==> src/rtl/wb_burst_reader_if.sv <==
// Wishbone classic/burst read bus between the reader (master) and a responder.
interface wb_burst_reader_if;
    logic [23:0] wb_adr;
    logic [3:0]  wb_sel;
    logic [2:0]  wb_cti;
    logic        wb_stb;
    logic        wb_cyc;
    logic        wb_we;
    logic [31:0] wb_dat_i;
    logic        wb_ack;

    modport master (
        output wb_adr, wb_sel, wb_cti, wb_stb, wb_cyc, wb_we,
        input  wb_dat_i, wb_ack
    );

    modport slave (
        input  wb_adr, wb_sel, wb_cti, wb_stb, wb_cyc, wb_we,
        output wb_dat_i, wb_ack
    );
endinterface

==> src/rtl/wb_burst_reader.sv <==
// Wishbone 4-beat incrementing burst reader feeding a FWFT FIFO.
// Defining WBR_TIMEOUT_EN adds a per-ack timeout that aborts the transfer.
module wb_burst_reader #(
    parameter int FIFO_DEPTH = 16,
    parameter int TIMEOUT    = 255
) (
    input  logic                        wb_clk,
    input  logic                        wb_rst,
    input  logic                        start,
    input  logic [23:0]                 base_adr,
    input  logic [11:0]                 len_bursts,
    output logic                        busy,
    output logic                        done,
    output logic                        err,
    wb_burst_reader_if.master           wb,
    input  logic                        rd_en,
    output logic [31:0]                 rd_data,
    output logic                        fifo_empty,
    output logic [$clog2(FIFO_DEPTH):0] fifo_level
);
    localparam int AW = $clog2(FIFO_DEPTH);

    typedef enum logic [1:0] {IDLE, WAIT_SPACE, BURST, GAP} state_t;

    state_t        r_state, w_next;
    logic [23:0]   r_adr;
    logic [11:0]   r_rem;
    logic [1:0]    r_beat;
    logic          r_done;
    logic [31:0]   r_mem [FIFO_DEPTH];
    logic [AW-1:0] r_wp, r_rp;
    logic [AW:0]   r_level;

    logic w_start, w_ack, w_last, w_pop, w_space, w_tmo;

    assign w_start = (r_state == IDLE) && start;
    assign w_ack   = (r_state == BURST) && wb.wb_ack;
    assign w_last  = w_ack && (r_beat == 2'd3);
    assign w_pop   = rd_en && (r_level != '0);
    assign w_space = r_level <= (AW+1)'(FIFO_DEPTH - 4);

    always_ff @(posedge wb_clk) begin
        if (wb_rst) r_state <= IDLE;
        else        r_state <= w_next;
    end

    always_comb begin
        w_next = r_state;
        unique case (r_state)
            IDLE:       if (start && len_bursts != '0) w_next = WAIT_SPACE;
            WAIT_SPACE: if (w_space) w_next = BURST;
            BURST: begin
                if (w_last)     w_next = (r_rem == 12'd1) ? IDLE : GAP;
                else if (w_tmo) w_next = IDLE;
            end
            GAP:        w_next = WAIT_SPACE;
            default:    w_next = IDLE;
        endcase
    end

    always_ff @(posedge wb_clk) begin
        if (wb_rst) begin
            r_adr  <= '0;
            r_rem  <= '0;
            r_beat <= '0;
            r_done <= 1'b0;
        end else begin
            r_done <= 1'b0;
            if (w_start) begin
                if (len_bursts == '0) begin
                    r_done <= 1'b1;
                end else begin
                    r_adr  <= base_adr & 24'hFFFFFC;
                    r_rem  <= len_bursts;
                    r_beat <= '0;
                end
            end
            if (w_ack) begin
                r_adr  <= r_adr + 24'd4;
                r_beat <= r_beat + 2'd1;
            end
            if (w_last) begin
                r_rem <= r_rem - 12'd1;
                if (r_rem == 12'd1) r_done <= 1'b1;
            end
            if (w_tmo) r_done <= 1'b1;
        end
    end

`ifdef WBR_TIMEOUT_EN
    localparam int TW = $clog2(TIMEOUT + 1);

    logic [TW-1:0] r_tmo;
    logic          r_err;

    // Counter equals the number of ack-less BURST cycles already elapsed.
    assign w_tmo = (r_state == BURST) && !wb.wb_ack
                 && (r_tmo == TW'(TIMEOUT - 1));

    always_ff @(posedge wb_clk) begin
        if (wb_rst) begin
            r_tmo <= '0;
            r_err <= 1'b0;
        end else begin
            if (r_state != BURST || w_ack) r_tmo <= '0;
            else                           r_tmo <= r_tmo + 1'b1;
            if (w_start)    r_err <= 1'b0;
            else if (w_tmo) r_err <= 1'b1;
        end
    end

    assign err = r_err;
`else
    assign w_tmo = 1'b0;
    assign err   = 1'b0;
`endif

    always_ff @(posedge wb_clk) begin
        if (w_ack) r_mem[r_wp] <= wb.wb_dat_i;
    end

    always_ff @(posedge wb_clk) begin
        if (wb_rst) begin
            r_wp    <= '0;
            r_rp    <= '0;
            r_level <= '0;
        end else begin
            if (w_ack) r_wp <= r_wp + 1'b1;
            if (w_pop) r_rp <= r_rp + 1'b1;
            if (w_ack && !w_pop)      r_level <= r_level + 1'b1;
            else if (!w_ack && w_pop) r_level <= r_level - 1'b1;
        end
    end

    assign busy       = r_state != IDLE;
    assign done       = r_done;
    assign rd_data    = r_mem[r_rp];
    assign fifo_empty = r_level == '0;
    assign fifo_level = r_level;

    assign wb.wb_cyc = r_state == BURST;
    assign wb.wb_stb = r_state == BURST;
    assign wb.wb_we  = 1'b0;
    assign wb.wb_sel = (r_state == BURST) ? 4'hF : 4'h0;
    assign wb.wb_adr = r_adr;
    assign wb.wb_cti = (r_state != BURST) ? 3'b000 :
                       (r_beat == 2'd3)   ? 3'b111 : 3'b010;
endmodule
==> src/flat_wrapper.sv <==
// flat-port wrapper written by rule: the top's interface ports become plain ports
module wb_burst_reader_flat 
#(
    parameter int FIFO_DEPTH = 16,
    parameter int TIMEOUT    = 255
)
  (wb_clk, wb_rst, start, base_adr, len_bursts, busy, done, err, rd_en, rd_data, fifo_empty, fifo_level, wb_wb_adr, wb_wb_sel, wb_wb_cti, wb_wb_stb, wb_wb_cyc, wb_wb_we, wb_wb_dat_i, wb_wb_ack);
  wb_burst_reader_if wb_i ();
  input  logic wb_clk;
  input  logic wb_rst;
  input  logic start;
  input  logic [23:0] base_adr;
  input  logic [11:0] len_bursts;
  output logic busy;
  output logic done;
  output logic err;
  input  logic rd_en;
  output logic [31:0] rd_data;
  output logic fifo_empty;
  output logic [$clog2(FIFO_DEPTH):0] fifo_level;
  output wire logic [$bits(wb_i.wb_adr)-1:0] wb_wb_adr;
  output wire logic [$bits(wb_i.wb_sel)-1:0] wb_wb_sel;
  output wire logic [$bits(wb_i.wb_cti)-1:0] wb_wb_cti;
  output wire logic [$bits(wb_i.wb_stb)-1:0] wb_wb_stb;
  output wire logic [$bits(wb_i.wb_cyc)-1:0] wb_wb_cyc;
  output wire logic [$bits(wb_i.wb_we)-1:0] wb_wb_we;
  input wire logic [$bits(wb_i.wb_dat_i)-1:0] wb_wb_dat_i;
  input wire logic [$bits(wb_i.wb_ack)-1:0] wb_wb_ack;
  assign wb_wb_adr = wb_i.wb_adr;
  assign wb_wb_sel = wb_i.wb_sel;
  assign wb_wb_cti = wb_i.wb_cti;
  assign wb_wb_stb = wb_i.wb_stb;
  assign wb_wb_cyc = wb_i.wb_cyc;
  assign wb_wb_we = wb_i.wb_we;
  assign wb_i.wb_dat_i = wb_wb_dat_i;
  assign wb_i.wb_ack = wb_wb_ack;
  wb_burst_reader #(.FIFO_DEPTH(FIFO_DEPTH), .TIMEOUT(TIMEOUT)) u_core (.wb_clk(wb_clk), .wb_rst(wb_rst), .start(start), .base_adr(base_adr), .len_bursts(len_bursts), .busy(busy), .done(done), .err(err), .wb(wb_i), .rd_en(rd_en), .rd_data(rd_data), .fifo_empty(fifo_empty), .fifo_level(fifo_level));
endmodule
==> config.mk <==
export PLATFORM = sky130hd
export DESIGN_NAME = wb_burst_reader_flat
export DESIGN_NICKNAME = d
export VERILOG_FILES = /design/src/rtl/wb_burst_reader_if.sv /design/src/rtl/wb_burst_reader.sv /design/src/flat_wrapper.sv
export SDC_FILE = /design/constraint.sdc
export NUM_CORES = 1
export LEC_CHECK = 0
export ABC_AREA = 1
export CAP_MARGIN = 20
export CORE_ASPECT_RATIO = 0.6
export CORE_MARGIN = 2
export CORE_UTILIZATION = 37
export DETAILED_ROUTE_END_ITERATION = 12
export HOLD_SLACK_MARGIN = 0.08
export PLACE_DENSITY = 0.58
export SKIP_CTS_REPAIR_TIMING = 1
export SLEW_MARGIN = 20
export SYNTH_ARGS = -nofsm -noshare
export SYNTH_HDL_FRONTEND = slang
export SYNTH_SLANG_ARGS = --single-unit
==> constraint.sdc <==
create_clock -name wb_clk -period 3.6 [get_ports wb_clk]
set_input_delay 0.36 -clock wb_clk [delete_from_list [all_inputs] [get_ports wb_clk]]
set_output_delay 0.36 -clock wb_clk [all_outputs]
set_load 0.005 [all_outputs]
==> results.cfg, run 1 <==
[sta]
clock.fmax_mhz = 301
setup_tns_ps = 0
fin_skew_ps = 30.2
finalSetupViolations = 0
hold_viol = 0
fin_crit_sh = 0.922
rsz0062_at_grt = false
maxSlewHeadroom = 0.398
period_needed_ps = 3320
tightest_slew_ps = 902
maxSlewViolCount = 0

[grt]
grt.met1_usage = 0.278
busiest_layer = met2
grt_pass1_vias = 15157
grt_max_degree = 132
antenna_found_initial = 3
use_met2 = 0.280
grt_usage = 0.185
grt_pass1_wl_mm = 92.4
grtUsageMet3 = 0.0274
grt_overflow = 0

[placement]
dp_hpwl_mm = 32.0
io_buffers = 141
place_area_um2 = 26000
dp.cells = 2863
place.gp.congestion = 0.842

[worst_setup_path]
critPathCaptureType = output port
path_buf_inv = 3
worstSetupStartpointType = register
cpPeakStageDelay_ps = 540
worstPathRequired_ps = 3240
path_max_fanout = 56
worstPathCellList = clkinv_2, buf_4, o21ai_0, o221ai_1, nand3_1, nand2_1, clkdlybuf4s50_1
worst_path_max_delay_cell = clkdlybuf4s50_1
cp_top_family = buffers and inverters
crit_arrival_ps = 2960
criticalPathCategory = reg -> out

[floorplan]
core_um2 = 62800
die_w_um = 330
die_h_um = 199
io_pins = 148
fp.dieArea_um2 = 65700
start_util = 0.375
rows = 71

[layout]
finalInstanceArea_um2 = 27700
nets = 2168
mostFrequentLayoutCell = edfxtp_1
layout_common_cells = edfxtp_1 (512), nor2_1 (370), o21ai_0 (248)
syn_to_final_growth_pct = 17.7
final_layout_size_suffix_gt1_frac = 0.0675
fin_cells = 2959

[job]
cap_violations = 0

[min_path]
hp-class = in -> reg

[detailed_routing]
postRouteAntennaNets = 0
drt_iter0_markers = 1608
routed_wl_mm = 61.1
routedWlPerCell_um = 20.6
remaining_drc_errors = 0
vias = 15949
drt-vias-per-instance = 5.39
drtPass1Iterations = 6

[clocking]
ctsLongestPathBuffers = 3
htreeDepth = 2
clk_latency_ps = 600
cts_sinks = 568
clk_pin_slew_worst_paths_ps = 70
tritoncts = built
root_buffer = clkbuf_16
numCtsBuffers = 52

[logic_synthesis]
async_reset_ff_frac = 0
yosysSeqAreaShare = 0.700
synthDistinctLibCells = 36
ys_ff_latch = 568
yosysWarnings = 0
synth_edf_count = 512
synth_ff_type = edfxtp_1
synth_area_um2 = 23600
syn_inst = 1979
synth_area_per_cell_um2 = 11.9

[power_and_ir_drop]
powerDensity_nw_per_um2 = 648
p_leak_nw = 9.00
ir_drop_mv = 0.563
p_total_mw = 18.0

[run_status]
outcome = finished clean
## final cells by class
| class | instances | area (um^2) |
|---|---|---|
| antenna | 1 | 2.50 |
| clock buffer | 62 | 1360 |
| clock inverter | 33 | 388 |
| fill | 5676 | 35100 |
| inverter | 79 | 303 |
| multi-input combinational | 1200 | 6110 |
| sequential | 568 | 16500 |
| tap | 839 | 1050 |
| timing repair buffer | 177 | 1990 |
## layer usage
layer	share of wire	up-vias
met2	0.44	446
met5	0.00044	-
met1	0.49	8007
met4	0.020	4
met3	0.056	85
li1	-	7407
## Yosys cell counts (21+ instances only)
cell,n,area [um^2]
edfxtp_1,512,15400
nor2_1,386,1450
o21ai_0,248,1240
nand2_1,187,702
o221ai_1,97,850
nand3_1,77,385
inv_1,74,278
clkbuf_1,63,236
dfxtp_1,56,1120
o21ai_1,46,230
o211ai_1,32,240
o22ai_1,32,200
a21oi_1,30,150
buf_2,27,135
buf_4,21,158
buf_6,21,236
## state kept, by name (all words and copies together), names as in the netlist, named ones only
signal             count
u_core.fifo_level      5
u_core.wb.wb_adr      22
u_core.done            1
u_core.r_state         2
u_core.r_mem         512
u_core.r_rp            4
u_core.r_rem          12
u_core.r_beat          2
u_core.r_wp            4
## path summary, 6_finish.rpt
check | startpoint | to | slack [ps] | depth (start not counted)
min reg2reg | u_core.r_rem[10]$_SDFFE_PP0P_ | u_core.r_rem[10]$_SDFFE_PP0P_ | 480 | 2
max | register | rd_data[24] | 280 | 7
min | base_adr[6] | u_core.wb.wb_adr[6]$_SDFFE_PP0P_ | 390 | 3
max reg2reg | u_core.r_state[0]$_SDFFE_PP0P_ | u_core.fifo_level[4]$_SDFFE_PP0P_ | 880 | 13
## logic make-up (layout without fill, tap and decap cells)
| family | Yosys count | after routing | synth area share |
|---|---|---|---|
| flip-flops | 568 | 568 | 0.700 |
| AO/OA/AOI/OAI | 492 | 492 | 0.126 |
| other | 1 | 5 | 0.000159 |
| AND/OR/NAND/NOR | 676 | 676 | 0.114 |
| buffers and inverters | 214 | 351 | 0.0456 |
| XOR/XNOR | 11 | 11 | 0.00409 |
| adder cells (fa/ha/maj) | 17 | 17 | 0.00935 |
## metrics by stage
step | hold WS [ps] | utilization | setup slack [ps]
2_1_floorplan | 434 | - | 524
3_3_place_gp | 456 | 0.413 | 914
3_5_place_dp | 472 | 0.413 | 873
4_1_cts | 365 | 0.441 | 240
5_1_grt | 415 | 0.441 | 130
6_report | 392 | 0.441 | 283
## worst reg2reg max path, cell delays in order, from the launching register on
cell and delay (ps):
dfxtp_1 320, inv_1 100, ha_1 390, nand2_2 220, inv_2 220, ha_1 170, inv_1 110, fa_1 420
nand3_1 80, nand2_1 70, a21oi_1 120, o21ai_0 140, o21ai_0 170, a21oi_1 60
## where the power goes
| group | switching, mW | internal [mW] | total [mW] |
|---|---|---|---|
| sequential | 0.265 | 7.40 | 7.67 |
| combinational | 2.78 | 1.78 | 4.56 |
| clock | 2.46 | 3.29 | 5.75 |
| total | 5.50 | 12.5 | 18.0 |
No activity file was read; power rests on OpenSTA's default activity.
==> run 2, diff against run 1 <==
--- a/config.mk
+++ b/config.mk
@@ -13,6 +13,7 @@
 export DETAILED_ROUTE_END_ITERATION = 12
 export HOLD_SLACK_MARGIN = 0.08
 export PLACE_DENSITY = 0.58
+export RECOVER_POWER = 50
 export SKIP_CTS_REPAIR_TIMING = 1
 export SLEW_MARGIN = 20
 export SYNTH_ARGS = -nofsm -noshare
==> results.cfg, run 2 (synthesized netlist as in run 1, its figures left out) <==
[worst_setup_path]
crit_arrival_ps = 3000
path_max_fanout = 56
worstSetupStartpointType = register
criticalPathCategory = reg -> out
worstPathRequired_ps = 3240
rr_worst_depth = 8
r2r_slack_ps = 600
critPathCaptureType = output port
r2r_start = u_core.r_state[0]$_SDFFE_PP0P_
endpoint = rd_data[24]
r2r_end = u_core.wb.wb_adr[16]$_SDFFE_PP0P_

[layout]
mostFrequentLayoutCell = edfxtp_1
nets = 2168
final_layout_size_suffix_gt1_frac = 0.0656
layout_common_cells = edfxtp_1 (512), nor2_1 (370), o21ai_0 (248)
finish.utilization = 0.441
n_fill_cell = 5680
syn_to_final_growth_pct = 17.6
fin_cells = 2960
largest_reg_flops = 512
regMostFlops = u_core.r_mem
finalInstanceArea_um2 = 27700

[grt]
grt_pass1_wl_mm = 92.4
grt_usage = 0.185
antenna_found_initial = 5
grt_max_degree = 132
grt_pass1_vias = 15157
grt_overflow = 0

[job]
cap_violations = 0

[sta]
fin_crit_sh = 0.934
rsz0062_at_grt = false
fin_skew_ps = 29.2
period_needed_ps = 3360
whs_ps = 392
maxSlewHeadroom = 0.0685
hold_viol = 0
tightest_slew_ps = 1400
maxSlewViolCount = 0
finalSetupViolations = 0
clock.fmax_mhz = 297
setup_tns_ps = 0
fin_ws_ps = 236

[clocking]
numCtsBuffers = 52
ctsLongestPathBuffers = 3
htreeDepth = 2
cts_sinks = 568
tritoncts = built
clk_pin_slew_worst_paths_ps = 70
root_buffer = clkbuf_16
clk_latency_ps = 600

[power_and_ir_drop]
ir_drop_mv = 0.565
powerDensity_nw_per_um2 = 647
p_leak_nw = 9.07
p_total_mw = 17.9

[floorplan]
die_h_um = 199
start_util = 0.375
die_w_um = 330
fp.dieArea_um2 = 65700
io_pins = 148
rows = 71
core_um2 = 62800

[detailed_routing]
routedWlPerCell_um = 20.6
routed_wl_mm = 61.0
drt-vias-per-instance = 5.37
vias = 15905
drtPass1Iterations = 5
drt_iter0_markers = 1612
postRouteAntennaNets = 0
remaining_drc_errors = 0

[placement]
place.gp.congestion = 0.842
io_buffers = 141
dp_hpwl_mm = 32.0
pre_cts_ws_ps = 873
place_area_um2 = 26000
dp.cells = 2863

[min_path]
hp-class = in -> reg
min_path_cells = 3
min_from = base_adr[6]

[run_status]
outcome = finished clean
run 2: changes by cell type in the layout (fill, tap and decap cells not counted), moves of 2 or more:
cell	previous run	this run
dlygate4sd3_1	0	61
clkdlybuf4s50_1	141	80
nand2_2	2	0
nand2_1	187	189
run 2: cell type report:
cell class / count / area (um^2) / area share
Clock inverter: 33 / 388 / 0.0140
Antenna cell: 2 / 5.00 / 0.000181
Clock buffer: 62 / 1360 / 0.0491
Multi-Input combinational cell: 1200 / 6110 / 0.220
Inverter: 79 / 303 / 0.0109
Tap cell: 839 / 1050 / 0.0379
Timing Repair Buffer: 177 / 1980 / 0.0713
Sequential cell: 568 / 16500 / 0.596
run 2: critical path: stages (launching register included):
cell             delay (ps)
dfxtp_4                 470
clkinv_2                120
buf_4                   540
o21ai_0                 220
o221ai_1                200
nand3_1                  90
nand2_1                 200
clkdlybuf4s50_1         550
run 2: layer usage:
layer,wire length [um],vias up,track usage
met4,1250,4,0.0441
li1,-,7412,-
met5,27,-,0
met2,26600,488,0.280
met1,29200,7913,0.278
met3,3900,88,0.0274
run 2: power by group:
group          switching (mW)  internal [mW]  total, mW
sequential              0.260           7.40       7.66
clock                    2.46           3.29       5.75
combinational            2.78           1.74       4.52
run 2: worst min-delay path by stage:
stage,end,slack (ps)
after global placement,u_core.r_beat[1]$_SDFFE_PP0P_,460
after CTS,u_core.wb.wb_adr[6]$_SDFFE_PP0P_,370
final,u_core.wb.wb_adr[6]$_SDFFE_PP0P_,390
after floorplan,register,430
after global routing,u_core.wb.wb_adr[6]$_SDFFE_PP0P_,420
after detailed placement,u_core.r_rem[10]$_SDFFE_PP0P_,470
==> run 3, diff against run 2 <==
--- a/config.mk
+++ b/config.mk
@@ -12,10 +12,10 @@
 export CORE_UTILIZATION = 37
 export DETAILED_ROUTE_END_ITERATION = 12
 export HOLD_SLACK_MARGIN = 0.08
+export MAX_ROUTING_LAYER = met4
 export PLACE_DENSITY = 0.58
 export RECOVER_POWER = 50
 export SKIP_CTS_REPAIR_TIMING = 1
-export SLEW_MARGIN = 20
 export SYNTH_ARGS = -nofsm -noshare
 export SYNTH_HDL_FRONTEND = slang
 export SYNTH_SLANG_ARGS = --single-unit
==> constraint.sdc (replaced) <==
create_clock -name wb_clk -period 3.69 [get_ports wb_clk]
set_input_delay 0.369 -clock wb_clk [delete_from_list [all_inputs] [get_ports wb_clk]]
set_output_delay 0.369 -clock wb_clk [all_outputs]
set_load 0.005 [all_outputs]
==> results.cfg, run 3 (synthesized netlist as in run 1, its figures left out) <==
[worst_setup_path]
cpPeakStageDelay_ps = 540
worstPathCellList = inv_6, buf_4, o21ai_1, o221ai_1, nand3_1, nand2_1, clkdlybuf4s50_1
worstSetupStartpointType = register
cp_top_family = buffers and inverters
path_max_fanout = 44
worst_path_max_delay_cell = clkdlybuf4s50_1
worstPathRequired_ps = 3320
crit_arrival_ps = 3090
critPathCaptureType = output port
criticalPathCategory = reg -> out
r2r_slack_ps = 560
path_buf_inv = 3

[clocking]
clk_latency_ps = 600
tritoncts = built
cts_sinks = 568
clk_pin_slew_worst_paths_ps = 60
htreeDepth = 2
root_buffer = clkbuf_16
ctsLongestPathBuffers = 3
numCtsBuffers = 53

[layout]
multi_input_area_um2 = 6110
syn_to_final_growth_pct = 17.2
mostFrequentLayoutCell = edfxtp_1
finish.utilization = 0.439
fin_cells = 2970
largest_reg_flops = 512
nets = 2175
layout_common_cells = edfxtp_1 (512), nor2_1 (370), o21ai_0 (248)
final_layout_size_suffix_gt1_frac = 0.0681
regMostFlops = u_core.r_mem
n_fill_cell = 5688
seqCellArea_um2 = 16500

[sta]
hold_viol = 0
clock.fmax_mhz = 289
maxSlewViolCount = 29
fin_skew_ps = 19.9
maxSlewHeadroom = -0.110
finalSetupViolations = 0
whs_ps = 422
fin_crit_sh = 0.936
setup_tns_ps = 0
tightest_slew_ps = 1660
period_needed_ps = 3460
rsz0062_at_grt = false
fin_ws_ps = 235

[grt]
grt_pass1_vias = 15383
grt_pass1_wl_mm = 92.9
grt_max_degree = 101
grt_usage = 0.190
antenna_found_initial = 4
grt_overflow = 0

[floorplan]
rows = 71
start_util = 0.375
die_h_um = 199
io_pins = 148
die_w_um = 330
core_um2 = 62800
fp.dieArea_um2 = 65700

[placement]
place.gp.congestion = 0.867
io_buffers = 141
pre_cts_ws_ps = 781
dp_hpwl_mm = 32.7
dp.cells = 2869

[detailed_routing]
routed_wl_mm = 61.6
remaining_drc_errors = 0
routedWlPerCell_um = 20.7
drtPass1Iterations = 7
postRouteAntennaNets = 0
drt_iter0_markers = 1643
drt-vias-per-instance = 5.36
vias = 15923

[power_and_ir_drop]
p_leak_nw = 9.05
powerDensity_nw_per_um2 = 625
ir_drop_mv = 0.390

[min_path]
hp-class = in -> reg

[job]
cap_violations = 1

[run_status]
outcome = complete, but fails checks
failed_checks = capacitance limit, slew limit
==> run 3: cell types whose count changed in the layout (fill, tap and decap cells not counted), moves of 2 or more <==
| cell | previous run | this run |
|---|---|---|
| clkinvlp_4 | 0 | 2 |
| clkinv_2 | 6 | 9 |
| clkbuf_16 | 53 | 55 |
| clkinv_4 | 2 | 4 |
| clkinv_1 | 13 | 18 |
| buf_12 | 24 | 18 |
| buf_4 | 10 | 20 |
| bufinv_16 | 8 | 3 |
| inv_6 | 7 | 2 |
==> run 3: worst reg2reg max path, stage by stage (launching register included) <==
cell	delay (ps)
dfxtp_1	320
inv_1	100
ha_1	370
nand2_1	300
inv_1	340
clkbuf_1	1060
nand3_1	260
nand2_1	130
a21oi_1	60
==> run 3: metal layers <==
| metal | vias to the layer above | GRT usage | wire length, um |
|---|---|---|---|
| li1 | 7422 | - | - |
| met1 | 7925 | 0.273 | 29300 |
| met2 | 493 | 0.287 | 27500 |
| met3 | 83 | 0.0268 | 3670 |
| met4 | 0 | 0.0446 | 1070 |
| met5 | - | - | 0 |
==> run 3: report_power, final <==
group,internal (mW),switching (mW)
sequential,7.22,0.317
combinational,1.69,2.64
clock,2.94,2.43
total,11.8,5.39
==> run 3: worst paths after layout <==
path	startpoint	endpoint	cells after the start
worst max register to register	u_core.r_state[0]$_SDFFE_PP0P_	u_core.wb.wb_adr[16]$_SDFFE_PP0P_	8
worst max-delay path	register	rd_data[3]	7
worst min register to register	u_core.r_rp[3]$_SDFFE_PP0P_	register	2
worst min-delay path	base_adr[6]	u_core.wb.wb_adr[6]$_SDFFE_PP0P_	3
==> run 3: metrics by stage <==
step	area [um^2]	power, mW
after detailed placement	25900	12.1
after floorplan	23600	10.4
after global placement	25900	11.9
final	27600	17.2
after CTS	27600	17.4
after global routing	27600	18.1
==> run 3: layout make-up <==
class,count,share of cell area
Sequential cell,568,0.598
Multi-Input combinational cell,1200,0.221
Timing Repair Buffer,183,0.0705
Clock buffer,62,0.0508
Tap cell,839,0.0380
Inverter,79,0.0110
Clock inverter,36,0.00984
Antenna cell,3,0.000272
